## src/rtl/ps2_dev_pkg.sv

```systemverilog
// Shared definitions for the PS/2 device-side transmitter: frame state encoding
// and the helper that decides which states a host inhibit may abort.
package ps2_dev_pkg;

    typedef enum logic [3:0] {
        ST_IDLE   = 4'd0,
        ST_DATA0  = 4'd1,
        ST_DATA1  = 4'd2,
        ST_DATA2  = 4'd3,
        ST_DATA3  = 4'd4,
        ST_DATA4  = 4'd5,
        ST_DATA5  = 4'd6,
        ST_DATA6  = 4'd7,
        ST_DATA7  = 4'd8,
        ST_PARITY = 4'd9,
        ST_STOP   = 4'd10,
        ST_TRAIL  = 4'd11
    } ps2_state_e;

    localparam int FRAME_TICKS = 12;

    // Once STOP is reached the byte is committed, so only earlier states abort.
    function automatic logic abortable(input ps2_state_e st);
        return (st >= ST_DATA0) && (st <= ST_PARITY);
    endfunction

endpackage

```

## src/rtl/ps2_dev_chan.sv

```systemverilog
// One PS/2 device channel: byte FIFO plus frame serialiser with host-inhibit
// abort. The head byte is popped only at STOP so an aborted frame is resent.
module ps2_dev_chan
    import ps2_dev_pkg::*;
#(
    parameter int FIFO_BITS = 3
) (
    input  logic       clk_sys,
    input  logic       reset,
    input  logic       tick,
    input  logic       clk_ps2,
    input  logic       wr,
    input  logic [7:0] wdata,
    input  logic       ps2_clk_in,
    output logic       ps2_clk,
    output logic       ps2_data,
    output logic       fifo_full,
    output logic       fifo_empty,
    output logic       overflow,
    output logic       busy
);

    localparam int DEPTH = 1 << FIFO_BITS;

    logic [7:0]           mem_q [DEPTH];
    logic [FIFO_BITS-1:0] wptr_q, wptr_d, rptr_q, rptr_d;
    logic [FIFO_BITS:0]   occ_q, occ_d;
    logic                 ovf_q, ovf_d;
    ps2_state_e           state_q, state_d;
    logic [7:0]           sh_q, sh_d;
    logic                 par_q, par_d;
    logic                 data_q, data_d;
    logic                 push, pop, full, empty;

    assign full  = occ_q[FIFO_BITS];
    assign empty = (occ_q == '0);

    always_comb begin
        state_d = state_q;
        sh_d    = sh_q;
        par_d   = par_q;
        data_d  = data_q;
        pop     = 1'b0;
        // Line held low while we are releasing it: the host wants the bus back.
        if (clk_ps2 && !ps2_clk_in && abortable(state_q)) begin
            state_d = ST_IDLE;
            data_d  = 1'b1;
        end else if (tick) begin
            case (state_q)
                ST_IDLE: begin
                    if (!empty && ps2_clk_in) begin
                        sh_d    = mem_q[rptr_q];
                        par_d   = 1'b1;
                        data_d  = 1'b0;
                        state_d = ST_DATA0;
                    end
                end
                ST_PARITY: begin
                    data_d  = par_q;
                    state_d = ST_STOP;
                end
                ST_STOP: begin
                    data_d  = 1'b1;
                    pop     = 1'b1;
                    state_d = ST_TRAIL;
                end
                ST_TRAIL: state_d = ST_IDLE;
                default: begin
                    data_d  = sh_q[0];
                    par_d   = par_q ^ sh_q[0];
                    sh_d    = {1'b0, sh_q[7:1]};
                    state_d = ps2_state_e'(state_q + 4'd1);
                end
            endcase
        end
    end

    always_comb begin
        push   = wr && (!full || pop);
        wptr_d = push ? wptr_q + 1'b1 : wptr_q;
        rptr_d = pop ? rptr_q + 1'b1 : rptr_q;
        ovf_d  = ovf_q | (wr && !push);
        case ({push, pop})
            2'b10:   occ_d = occ_q + 1'b1;
            2'b01:   occ_d = occ_q - 1'b1;
            default: occ_d = occ_q;
        endcase
    end

    always_ff @(posedge clk_sys) begin
        if (reset) begin
            state_q <= ST_IDLE;
            sh_q    <= '0;
            par_q   <= 1'b0;
            data_q  <= 1'b1;
            wptr_q  <= '0;
            rptr_q  <= '0;
            occ_q   <= '0;
            ovf_q   <= 1'b0;
        end else begin
            state_q <= state_d;
            sh_q    <= sh_d;
            par_q   <= par_d;
            data_q  <= data_d;
            wptr_q  <= wptr_d;
            rptr_q  <= rptr_d;
            occ_q   <= occ_d;
            ovf_q   <= ovf_d;
        end
    end

    always_ff @(posedge clk_sys) begin
        if (push) mem_q[wptr_q] <= wdata;
    end

    assign ps2_clk    = clk_ps2 | (state_q == ST_IDLE);
    assign ps2_data   = data_q;
    assign fifo_full  = full;
    assign fifo_empty = empty;
    assign overflow   = ovf_q;
    assign busy       = (state_q != ST_IDLE);

endmodule

```

## src/rtl/ps2_dev_tx.sv

```systemverilog
// N-channel PS/2 device transmitter: one shared PS/2 clock divider feeding
// NCH independent channels, so every channel's frames are tick-aligned.
module ps2_dev_tx
    import ps2_dev_pkg::*;
#(
    parameter int NCH       = 2,
    parameter int FIFO_BITS = 3,
    parameter int PS2DIV    = 100
) (
    input  logic             clk_sys,
    input  logic             reset,
    input  logic [NCH-1:0]   in_wr,
    input  logic [8*NCH-1:0] in_data,
    input  logic [NCH-1:0]   ps2_clk_in,
    output logic [NCH-1:0]   ps2_clk,
    output logic [NCH-1:0]   ps2_data,
    output logic [NCH-1:0]   fifo_full,
    output logic [NCH-1:0]   fifo_empty,
    output logic [NCH-1:0]   overflow,
    output logic [NCH-1:0]   busy
);

    localparam int CNT_W = (PS2DIV < 1) ? 1 : $clog2(PS2DIV + 1);

    logic [CNT_W-1:0] cnt_q, cnt_d;
    logic             clk_ps2_q, clk_ps2_d;
    logic             tick_q, tick_d;

    // clk_ps2 idles high so the first rising edge lands a full period after reset.
    always_comb begin
        cnt_d     = cnt_q + 1'b1;
        clk_ps2_d = clk_ps2_q;
        tick_d    = 1'b0;
        if (cnt_q == CNT_W'(PS2DIV)) begin
            cnt_d     = '0;
            clk_ps2_d = ~clk_ps2_q;
            tick_d    = ~clk_ps2_q;
        end
    end

    always_ff @(posedge clk_sys) begin
        if (reset) begin
            cnt_q     <= '0;
            clk_ps2_q <= 1'b1;
            tick_q    <= 1'b0;
        end else begin
            cnt_q     <= cnt_d;
            clk_ps2_q <= clk_ps2_d;
            tick_q    <= tick_d;
        end
    end

    for (genvar i = 0; i < NCH; i++) begin : g_ch
        ps2_dev_chan #(
            .FIFO_BITS (FIFO_BITS)
        ) u_chan (
            .clk_sys    (clk_sys),
            .reset      (reset),
            .tick       (tick_q),
            .clk_ps2    (clk_ps2_q),
            .wr         (in_wr[i]),
            .wdata      (in_data[8*i +: 8]),
            .ps2_clk_in (ps2_clk_in[i]),
            .ps2_clk    (ps2_clk[i]),
            .ps2_data   (ps2_data[i]),
            .fifo_full  (fifo_full[i]),
            .fifo_empty (fifo_empty[i]),
            .overflow   (overflow[i]),
            .busy       (busy[i])
        );
    end

endmodule

```

## config.mk

```make
export PLATFORM = sky130hd
export DESIGN_NAME = ps2_dev_tx
export DESIGN_NICKNAME = d
export VERILOG_FILES = /design/src/rtl/ps2_dev_pkg.sv /design/src/rtl/ps2_dev_chan.sv /design/src/rtl/ps2_dev_tx.sv
export SDC_FILE = /design/constraint.sdc
export NUM_CORES = 1
export LEC_CHECK = 0
export BUFFER_PORTS_ARGS = -buffer_cell sky130_fd_sc_hd__buf_2
export CELL_PAD_IN_SITES_DETAIL_PLACEMENT = 1
export CELL_PAD_IN_SITES_GLOBAL_PLACEMENT = 1
export CORE_ASPECT_RATIO = 0.8
export CORE_MARGIN = 2
export CORE_UTILIZATION = 51
export CTS_CLUSTER_SIZE = 12
export DETAILED_ROUTE_END_ITERATION = 12
export GPL_TIMING_DRIVEN = 0
export PLACE_DENSITY = 0.82
export SETUP_SLACK_MARGIN = 0.05
export SLEW_MARGIN = 20
export SYNTH_ARGS = -nofsm -noshare
export SYNTH_HDL_FRONTEND = slang
export SYNTH_HIERARCHICAL = 1
export SYNTH_SLANG_ARGS = --single-unit
export TNS_END_PERCENT = 5
```

## constraint.sdc

```tcl
create_clock -name clk_sys -period 3.5 [get_ports clk_sys]
set_input_delay 0.175 -clock clk_sys [delete_from_list [all_inputs] [get_ports clk_sys]]
set_output_delay 0.175 -clock clk_sys [all_outputs]
set_load 0.02 [all_outputs]
```

**Word-level counts from Yosys, hierarchy flattened**

Memory sizes are Yosys's and may differ from the RTL's. A register that Yosys moved wholly into a read port is not among the register bits.
Index checks and enable logic that the tools add are counted.

- Output and inout port bits: 12
- Memories kept: 2
- Logic and storage cells: 137
- Register bits after elaboration: 59
- Bits in writable memories: 128
- Bits of input ports: 22

- Bitwise logic cells: 14
- $lt $le $gt $ge: 4
- Add/subtract/negate cells: 11
- Equal/unequal tests: 13
- Reduce and logical (&&, ||, !) cells: 42
- Multiplexer cells: 32

Memory list:

| name | words | bits a word | rd ports | clocked after memory_dff | wr ports | RTL line | RTL |
|---|---|---|---|---|---|---|---|
| g_ch[0].u_chan.mem_q | 8 | 8 | 1 | 1 | 1 | ps2_dev_chan.sv:25 | `logic [7:0] mem_q [DEPTH];` |
| g_ch[1].u_chan.mem_q | 8 | 8 | 1 | 1 | 1 | ps2_dev_chan.sv:25 |  |

Operator list:

| operator | number |
|---|---|
| one-hot mux 4 bit (4 select lines) | 2 |
| one-hot mux 8 bit (2 select lines) | 2 |
| == test 4 bit (second input constant) | 6 |
| adder 4 x 1 -> 4 bit (second input constant) | 4 |
| logical NOT 4 bit | 4 |
| two-way mux 8 bit | 2 |
| one-hot mux 4 bit (2 select lines) | 2 |
| two-way mux 1 bit | 14 |
| adder 3 x 1 -> 3 bit (second input constant) | 4 |
| logical AND 1 bit | 12 |
| two-way mux 3 bit | 4 |
| >= comparator 4 x 1 -> 1 bit (second input constant) | 2 |
| less-or-equal comparator 4 bit (second input constant) | 2 |
| logical NOT 1 bit | 8 |
| two-way mux 4 bit | 2 |
| NOT 1 bit | 8 |
| one-hot mux 1 bit (4 select lines) | 2 |
| AND reduction 4 bit | 2 |
| nonzero test 4 bit | 2 |
| OR reduction 2 bit | 4 |
| subtractor 4 x 1 -> 4 bit (second input constant) | 2 |
| adder 7 x 1 -> 7 bit (second input constant) | 1 |
| == test 7 bit (second input constant) | 1 |
| AND reduction 3 bit | 2 |
| other kinds (10) | 22 |

**Depth between registers and ports, before layout**

Gate-level depths: netlist of run 1.

- Depth in word-level cells: 9
- Gate-level depth with buffers: 12

**Modules after synthesis**

Netlist of run 1, hierarchy kept.

By module, submodules not included:

| module | times used | cells each | seq. area each (µm²) | area an instance (µm²) |
|---|---|---|---|---|
| ps2_dev_chan (g_ch[0].u_chan) | 1 | 309 | 2,482.4 | 4,129.0 |
| ps2_dev_chan (g_ch[1].u_chan) | 1 | 309 | 2,482.4 | 4,121.5 |
| ps2_dev_tx | 1 | 40 | 180.2 | 369.1 |

**Least setup slack after synthesis of run 1**

No wires, ideal clock.

- Kind: register to register
- Start point: reg g_ch[0].u_chan.state_q[1]
- End point: mem g_ch[0].u_chan.mem_q[2][0] (enable)
- Data required time: 3,102 ps
- Path buffers: 0
- Stages on the path, launching flop included: 7
- Setup time: 398 ps
- Arrival: 2,376 ps
- Slack: 726 ps
- Cell sequence: dfxtp_1 -> inv_1 -> ha_1 -> nor4b_4 -> a211o_1 -> nand2_2 -> nor4b_1

- Word-level cells in the longest chain between the ends: 8

RTL lines:

| element | RTL line | RTL |
|---|---|---|
| start, declared | ps2_dev_chan.sv:29 | `ps2_state_e state_q, state_d;` |
| start signal, assigned | ps2_dev_chan.sv:101 | `state_q <= state_d;` |
| >= comparator 4 x 1 -> 1 bit (tied with other cells) | ps2_dev_pkg.sv:24 | `return (st >= ST_DATA0) && (st <= ST_PARITY);` |
| logical AND 1 bit / two-way mux 1 bit (equally long branches) | ps2_dev_pkg.sv:24, ps2_dev_chan.sv:49 |  |
| logical AND 1 bit / two-way mux 1 bit (equally long branches) | ps2_dev_chan.sv:45, ps2_dev_chan.sv:48 |  |
| two-way mux 1 bit * | ps2_dev_chan.sv:45 | `if (clk_ps2 && !ps2_clk_in && abortable(state_q)) begin` |
| logical OR 1 bit * | ps2_dev_chan.sv:79 | `push = wr && (!full \|\| pop);` |
| logical AND 1 bit * | ps2_dev_chan.sv:79 |  |
| two-way mux 1 bit * | ps2_dev_chan.sv:113 | `if (push) mem_q[wptr_q] <= wdata;` |
| two-way mux 1 bit (not written as such) * | ps2_dev_chan.sv:113 |  |
| end, declared | ps2_dev_chan.sv:25 |  |

Mark *: on every way between the ends. The rest lies on a longest branch, timed or not.

**Final worst setup path of run 1**

- Start point: reg g_ch[0].u_chan.state_q[0]
- End point: reg g_ch[0].u_chan.occ_q[2]

- Word-level cells in the longest chain between the ends: 8

RTL lines:

| element | RTL line | RTL |
|---|---|---|
| >= comparator 4 x 1 -> 1 bit (tied with other cells) | ps2_dev_pkg.sv:24 |  |
| logical AND 1 bit / two-way mux 1 bit (equally long branches) | ps2_dev_pkg.sv:24, ps2_dev_chan.sv:49 |  |
| logical AND 1 bit / two-way mux 1 bit (equally long branches) | ps2_dev_chan.sv:45, ps2_dev_chan.sv:48 |  |
| two-way mux 1 bit * | ps2_dev_chan.sv:45 |  |
| net g_ch[0].u_chan.pop | ps2_dev_chan.sv:33 | `logic push, pop, full, empty;` |
| logical OR 1 bit | ps2_dev_chan.sv:79 |  |
| logical AND 1 bit | ps2_dev_chan.sv:79 |  |
| == test 2 x 1 -> 1 bit / == test 2 bit (equally long branches) | ps2_dev_chan.sv:83 | `case ({push, pop})` |
| one-hot mux 4 bit (2 select lines) / nonzero test 2 bit (equally long branches) | - |  |
| end signal, assigned | ps2_dev_chan.sv:98 | `occ_q <= '0;` |
| end signal, assigned | ps2_dev_chan.sv:107 | `occ_q <= occ_d;` |
| end, declared | ps2_dev_chan.sv:27 | `logic [FIFO_BITS:0] occ_q, occ_d;` |

The timed path passes the listed nets; every way through them passes the cells marked *.
A chain may end at the register's enable or synchronous reset.

==> run metrics, run 1 <==
Max Root-Sink Buffers=2; # nets final=769; flop2flop setup slack=0.29 ns; Layout area overhead=15.0%; Hold Startpoint=in_data[12]; routed vias/inst=a little over 6; layout cell share with drive strength beyond 1=0.203; Tcrit/Tclk final=0.917; R2R cell count=13; slew margin rel.=0.359; synth warn=6; Initial DRC Count=452; DPL Wire Length=15300 microns; worst r2r dst=g_ch[0].u_chan/occ_q[2]; Pint=3630 uW; sequential area share after synthesis=0.597; Pre-Repair DR Iteration Count=5; Core Area=16600 sq um; Synth Register Bits=193; largest net degree at the start of global routing=20; cell area after synthesis=~8600 sq um; VDD IR max=0.312 mV; Max Clock Freq=312 MHz; Mean Syn Cell Area=13.1 sq um; crit start category=flip-flop; final hold violation count=0; Final ANT Viol Nets=0; Worst Path Arrival=3.58 ns; Mapped Cells=658; LEAKAGE=0.00338 uW; total track usage=0.256; most frequent cells in the layout=128 x edfxtp_1, 65 x dfxtp_1, 58 x mux2i_1; DRC viols=0; number of buffers inserted by port buffering=33; latest clock arrival within the worst-skew pair=0.44 ns; Net Count, Synth=700; CP endpoint kind=flip-flop; most frequent CP cell=ha_1; Worst Setup Path Type=flip-flop to flip-flop; WL per Instance=22.7 microns; status=finished clean; final setup violation count=0; commonest non-fill, non-tap cell in the layout=edfxtp_1; Switch Pwr=1080 uW; Req. time, crit path=3.87 ns; maxcap violations=0; Net Sw Frac=0.229; Core Rows=42; chip height=approximately 120 microns; initial core utilization=0.521; Fillers=roughly 1600; # diodes=0; Sink Count=approximately 190; Worst Hold Class=input port to flip-flop; Buf+Inv Stages, Crit Path=2; Critical Path Max Stage Delay=0.46 ns; Tot Pwr=4700 uW; unrepaired setup endpoints after global routing=false; Via Count=5903; number of synthesized flops with an enable pin=128; Top delay family on crit path=compound AO/OA/AOI/OAI gates; Crit Path Max Fanout=10; final global-route overflow total=0; synth unique cells=66; IO Count=34; Power per Cell Area=~470 nW/um^2; TritonCTS Buffers=17; vias in the first global route=between 6000 and 7000; final core occ=0.599; clk slew on worst S/H paths=0.08 ns; total die area=18000 sq um; Critical-path top delay cell=a211oi_4; Async S/R FF share, synth=0; Worst Max-Slew Pin Slew=0.954 ns; WHS Path Cells=1; sequential power share=0.530; Tmin final=3.21 ns; Logic pwr share=0.042; CTS tree=yes; clock skew=between 0.01 and 0.015 ns; Clk pwr share=0.428; initial antenna violation count=0; first-pass GRT wire length=34500 microns; Root Driver=clkbuf_16; top_reg_cell synth=edfxtp_1; cells along the critical path=inv_1 > ha_1 > nor4b_4 > buf_12 > a211oi_4 > nor2_1 > ha_1 > xor2_1 > ha_1 > a21oi_1 > xor2_1 > or3_1 > a21oi_1; FF-to-FF Start=g_ch[0].u_chan/state_q[0]; CTS H-tree depth=4; Max Slew Vio Count=0; WL final=21800 microns; Hold Path End=g_ch[1].u_chan/mem_q[1][4]; GPL Wtd Cong=0.806; die width=149 microns
[per-stage QoR]
step                      hold slack [ns]  TNS, ns  instance area (sq um)  instances  setup WS (ns)
after floorplan                     0.254        0                   8620        658          0.726
after global placement              0.412   -12.01                   9060        911         -0.334
after detailed placement            0.421        0                   9230        924          0.371
after CTS                         0.00701        0                   9880        959          0.322
after global routing               0.0141        0                   9910        960         0.0553
final                              0.0223        0                   9910        960          0.290
[state kept, by name (all words and copies together), names as in the netlist, named ones only]
register	cells
g_ch.u_chan/par_q	2
g_ch.u_chan/occ_q	8
tick_q	1
g_ch.u_chan/mem_q	128
cnt_q	7
g_ch.u_chan/rptr_q	6
g_ch.u_chan/state_q	8
g_ch.u_chan/ps2_data	2
g_ch.u_chan/sh_q	16
clk_ps2_q	1
g_ch.u_chan/overflow	2
g_ch.u_chan/wptr_q	6
[cell families after synthesis]
kind of cell	share of synthesized area
simple gates	0.108
fa+ha+maj	0.0290
compound gates	0.140
flops	0.597
xor+xnor	0.00915
mux	0.0856
buf+inv	0.0312
[synth_stat cells, types with 3 or more instances]
library cell / count / area [sq um]
mux2i_1: 58 / 581
and2_1: 14 / 87.6
buf_4: 8 / 60.1
o21ai_0: 23 / 115
a31oi_1: 12 / 75.1
dfxtp_1: 65 / 1300
inv_1: 17 / 63.8
nor4b_1: 9 / 78.8
a211o_1: 4 / 35.0
nor2b_1: 7 / 43.8
nand3_1: 13 / 65.1
o21ai_1: 6 / 30.0
o211ai_1: 4 / 30.0
nor4_1: 9 / 56.3
buf_1: 3 / 11.3
edfxtp_1: 128 / 3840
o41a_1: 4 / 45.0
nand2_1: 11 / 41.3
xor2_1: 8 / 70.1
a21oi_1: 44 / 220
clkbuf_1: 11 / 41.3
a211oi_1: 16 / 120
or3_1: 10 / 62.6
ha_1: 20 / 250
mux4_2: 6 / 135
nor3_1: 7 / 35.0
nand2b_1: 10 / 62.6
nor2_1: 31 / 116
buf_6: 4 / 45.0
buf_2: 8 / 40.0
a22oi_1: 24 / 180
[area by class of cell]
class / count / area, sq um / share of cell area
Sequential cell: 193 / 5140 / 0.519
Multi-Input combinational cell: 412 / 3300 / 0.333
Clock buffer: 17 / 425 / 0.0429
Timing Repair Buffer: 50 / 298 / 0.0300
Tap cell: 220 / 275 / 0.0278
Clock inverter: 15 / 198 / 0.0199
Buffer: 34 / 198 / 0.0199
Inverter: 19 / 71.3 / 0.00719
[layer usage]
metal | GRT usage | routed length [microns] | up-vias
met4 | 0.0940 | 482 | 0
met3 | 0.0487 | 910 | 38
met2 | 0.417 | 10600 | 146
li1 | - | - | 2708
met1 | 0.342 | 9820 | 3011
met5 | 0 | 0 | -
[power groups by stage]
stage | registers, uW | clock network [uW] | logic (uW)
after floorplan | 2530 | 0 | 109
after global placement | 2540 | 0 | 166
after detailed placement | 2540 | 0 | 192
after CTS | 2490 | 2040 | 197
after global routing | 2490 | 2120 | 219
final | 2490 | 2010 | 199
[worst reg2reg max path, delay by kind of cell, from the launching register on]
family / cells / cell delay [ns]
compound gates: 3 / 0.77
xor+xnor: 2 / 0.28
fa+ha+maj: 3 / 0.75
buf+inv: 2 / 0.27
flops: 1 / 0.41
simple gates: 3 / 0.65
[timing repair]
| item | in CTS | in global routing |
|---|---|---|
| setup endpoints to repair | 0 | 1 |
| setup buffers | 0 | 1 |
| hold buffers | 3 | 0 |
| hold endpoints to repair | 11 | 0 |
| gates resized for setup | 0 | 0 |
[how the worst max path moves through the flow]
stage	from	to	cells after the start
2_1_floorplan	g_ch[0].u_chan/state_q[1]	g_ch[0].u_chan/mem_q[2][0]	6
3_3_place_gp	g_ch[1].u_chan/state_q[1]	g_ch[1].u_chan/mem_q[2][2]	6
3_5_place_dp	g_ch[0].u_chan/state_q[1]	g_ch[0].u_chan/occ_q[2]	12
4_1_cts	g_ch[1].u_chan/state_q[1]	g_ch[1].u_chan/occ_q[2]	12
5_1_grt	g_ch[1].u_chan/state_q[1]	g_ch[1].u_chan/occ_q[3]	11
6_report	g_ch[0].u_chan/state_q[0]	g_ch[0].u_chan/occ_q[2]	13
Note: power is estimated with default switching activity, not from simulation.
==> run 2, diff against run 1 <==
--- a/config.mk
+++ b/config.mk
@@ -14,7 +14,7 @@
 export CTS_CLUSTER_SIZE = 12
 export DETAILED_ROUTE_END_ITERATION = 12
 export GPL_TIMING_DRIVEN = 0
-export PLACE_DENSITY = 0.82
+export PLACE_DENSITY = 0.83
 export SETUP_SLACK_MARGIN = 0.05
 export SLEW_MARGIN = 20
 export SYNTH_ARGS = -nofsm -noshare
==> run 2 against run 1 <==
  * Clock skew about the same
  * Sequential power about the same
  * Total power down 3.6%
  * Non-clock buffer count down 3
  * Global-route usage down 0.84 points
  * Count of clock-buffer cells in the layout up 1
  * Critical path depth down 2
  * Worst hold slack worse by 0.0040 ns
  * Via count about the same
  * Core utilization down 0.67 points
  * Sequential share of layout area up 0.59 points
  * Routed wire length down 3.6%
==> run metrics, run 2 (synthesized netlist as in run 1, its figures left out) <==
status=finished clean (unchanged); total track usage=0.247 (was 0.256); Core Area=16600 sq um (unchanged); # diodes=0 (unchanged); routed vias/inst=6.17 (was 6.15); WL final=21000 microns (was 21800 microns); Sink Count=193 (unchanged); final setup violation count=0 (unchanged); Initial DRC Count=464 (was 452); Critical Path Max Stage Delay=0.56 ns (was 0.46 ns); Max Slew Vio Count=0 (unchanged); DPL Wire Length=14400 microns (was 15300 microns); CP endpoint kind=flip-flop (unchanged); TritonCTS Buffers=17 (unchanged); worst r2r dst=g_ch[0].u_chan/occ_q[3] (was g_ch[0].u_chan/occ_q[2]); Pre-Repair DR Iteration Count=5 (unchanged); Hold Startpoint=in_data[6] (was in_data[12]); cells along the critical path=inv_1 > ha_1 > o21bai_2 > a211oi_4 > nor2_1 > ha_1 > clkbuf_1 > nor4b_1 > o21ai_0 > a21o_1 > a21oi_1 (was inv_1 > ha_1 > nor4b_4 > buf_12 > a211oi_4 > nor2_1 > ha_1 > xor2_1 > ha_1 > a21oi_1 > xor2_1 > or3_1 > a21oi_1); initial core utilization=0.521 (unchanged); slew margin rel.=0.423 (was 0.359); Buf+Inv Stages, Crit Path=2 (unchanged); Critical-path top delay cell=a211oi_4 (unchanged); final global-route overflow total=0 (unchanged); Top delay family on crit path=compound AO/OA/AOI/OAI gates (unchanged); Tcrit/Tclk final=0.918 (was 0.917); biggest regs=g_ch.u_chan/mem_q: 128 flops, g_ch.u_chan/sh_q: 16 flops (unchanged); Worst Hold Class=input port to flip-flop (unchanged); clock skew=0.0114 ns (was 0.0109 ns); Layout area overhead=13.7% (was 15.0%); latest clock arrival within the worst-skew pair=0.44 ns (about the same); Final ANT Viol Nets=0 (unchanged); Largest Register=g_ch.u_chan/mem_q (unchanged); chip height=120 microns (unchanged); Max Root-Sink Buffers=2 (unchanged); R2R cell count=11 (was 13); CTS H-tree depth=4 (unchanged); max reg flops=128 (unchanged); FF-to-FF Start=g_ch[0].u_chan/state_q[1] (was g_ch[0].u_chan/state_q[0]); crit start category=flip-flop (unchanged); total die area=18000 sq um (unchanged); Final Non-Filler Cells=957 (was 960); Worst Path Arrival=3.58 ns (about the same); Via Count=5907 (was 5903); Worst Max-Slew Pin Slew=0.860 ns (was 0.954 ns); largest net degree at the start of global routing=19 (was 20); Worst Setup Path Type=flip-flop to flip-flop (unchanged); Hold WS=0.0182 ns (was 0.0223 ns); IO Count=34 (unchanged); flop2flop setup slack=0.29 ns (about the same); clk slew on worst S/H paths=0.07 ns (was 0.08 ns); LEAKAGE=0.00333 uW (was 0.00338 uW); Tot Pwr=4530 uW (was 4700 uW); DRC viols=0 (unchanged); die width=149 microns (unchanged); first-pass GRT wire length=33800 microns (was 34500 microns); number of buffers inserted by port buffering=33 (unchanged); unrepaired setup endpoints after global routing=false (unchanged); WHS Path Cells=1 (unchanged); maxcap violations=0 (unchanged); Root Driver=clkbuf_16 (unchanged); initial antenna violation count=0 (unchanged); Tmin final=3.21 ns (about the same); final hold violation count=0 (unchanged); vias in the first global route=6241 (was 6244); VDD IR max=0.406 mV (was 0.312 mV); commonest non-fill, non-tap cell in the layout=edfxtp_1 (unchanged); CTS tree=yes (unchanged); Max Clock Freq=311 MHz (was 312 MHz); Crit Path Max Fanout=10 (unchanged); most frequent cells in the layout=128 x edfxtp_1, 65 x dfxtp_1, 58 x mux2i_1 (unchanged); Power per Cell Area=463 nW/um^2 (was 474 nW/um^2); Req. time, crit path=3.87 ns (about the same); layout cell share with drive strength beyond 1=0.197 (was 0.203); Core Rows=42 (unchanged); most frequent CP cell=ha_1 (unchanged); Hold Path End=g_ch[0].u_chan/mem_q[6][6] (was g_ch[1].u_chan/mem_q[1][4]); WL per Instance=22.0 microns (was 22.7 microns); # nets final=766 (was 769); placed cells=922 (was 924); Fillers=1647 (was 1627); CTS resizes=0 (unchanged); GPL Wtd Cong=0.813 (was 0.806)
-- run 2: changes by cell type in the layout (fill, tap and decap cells not counted), sizes merged --
cell    previous run  this run
bufinv             2         0
clkbuf            28        29
inv               24        25
buf               70        67
-- run 2: per-layer routing --
| metal | global-route usage | wire [microns] | up-vias |
|---|---|---|---|
| met5 | 0 | 0 | - |
| met4 | 0.0774 | 419 | 0 |
| met3 | 0.0513 | 980 | 35 |
| met2 | 0.406 | 10100 | 165 |
| met1 | 0.332 | 9500 | 3018 |
| li1 | - | - | 2689 |
-- run 2: stage by stage --
step,worst slack (ns),util,area (sq um),TNS [ns]
after global placement,-0.156,0.547,9060,-3.39
after detailed placement,0.364,0.556,9210,0
final,0.288,0.592,9800,0
after floorplan,0.726,-,8620,0
after CTS,0.320,0.592,9790,0
after global routing,0.0694,0.592,9800,0
-- run 2: repair_timing --
item                      4_1_cts  5_1_grt
hold buffers                    3        0
setup buffers                   0        0
hold endpoints to repair       18        0
-- run 2: power breakdown --
group | internal [uW] | switching (uW)
Clock | 932 | 912
Combinational | 71.8 | 127
Sequential | 2470 | 24.4
Total | 3470 | 1060
-- run 2: layout make-up --
type / instances / area [sq um] / area share
Timing Repair Buffer: 47 / 258 / 0.0263
Multi-Input combinational cell: 412 / 3300 / 0.337
Buffer: 34 / 198 / 0.0202
Sequential cell: 193 / 5140 / 0.525
Inverter: 19 / 71.3 / 0.00728
Clock buffer: 18 / 429 / 0.0438
Clock inverter: 14 / 123 / 0.0125
Tap cell: 220 / 275 / 0.0281
-- run 2: worst max-delay path by stage --
stage          slack, ns                      start  cells after the start                         end
5_1_grt             0.07  g_ch[0].u_chan/state_q[1]                     12     g_ch[0].u_chan/occ_q[2]
3_5_place_dp        0.36  g_ch[0].u_chan/state_q[1]                     11     g_ch[0].u_chan/occ_q[3]
6_report            0.29  g_ch[0].u_chan/state_q[1]                     11     g_ch[0].u_chan/occ_q[3]
3_3_place_gp       -0.16  g_ch[1].u_chan/state_q[1]                      6  g_ch[1].u_chan/mem_q[2][2]
4_1_cts             0.32  g_ch[1].u_chan/state_q[1]                     12     g_ch[1].u_chan/occ_q[2]
2_1_floorplan       0.73  g_ch[0].u_chan/state_q[1]                      6  g_ch[0].u_chan/mem_q[2][0]
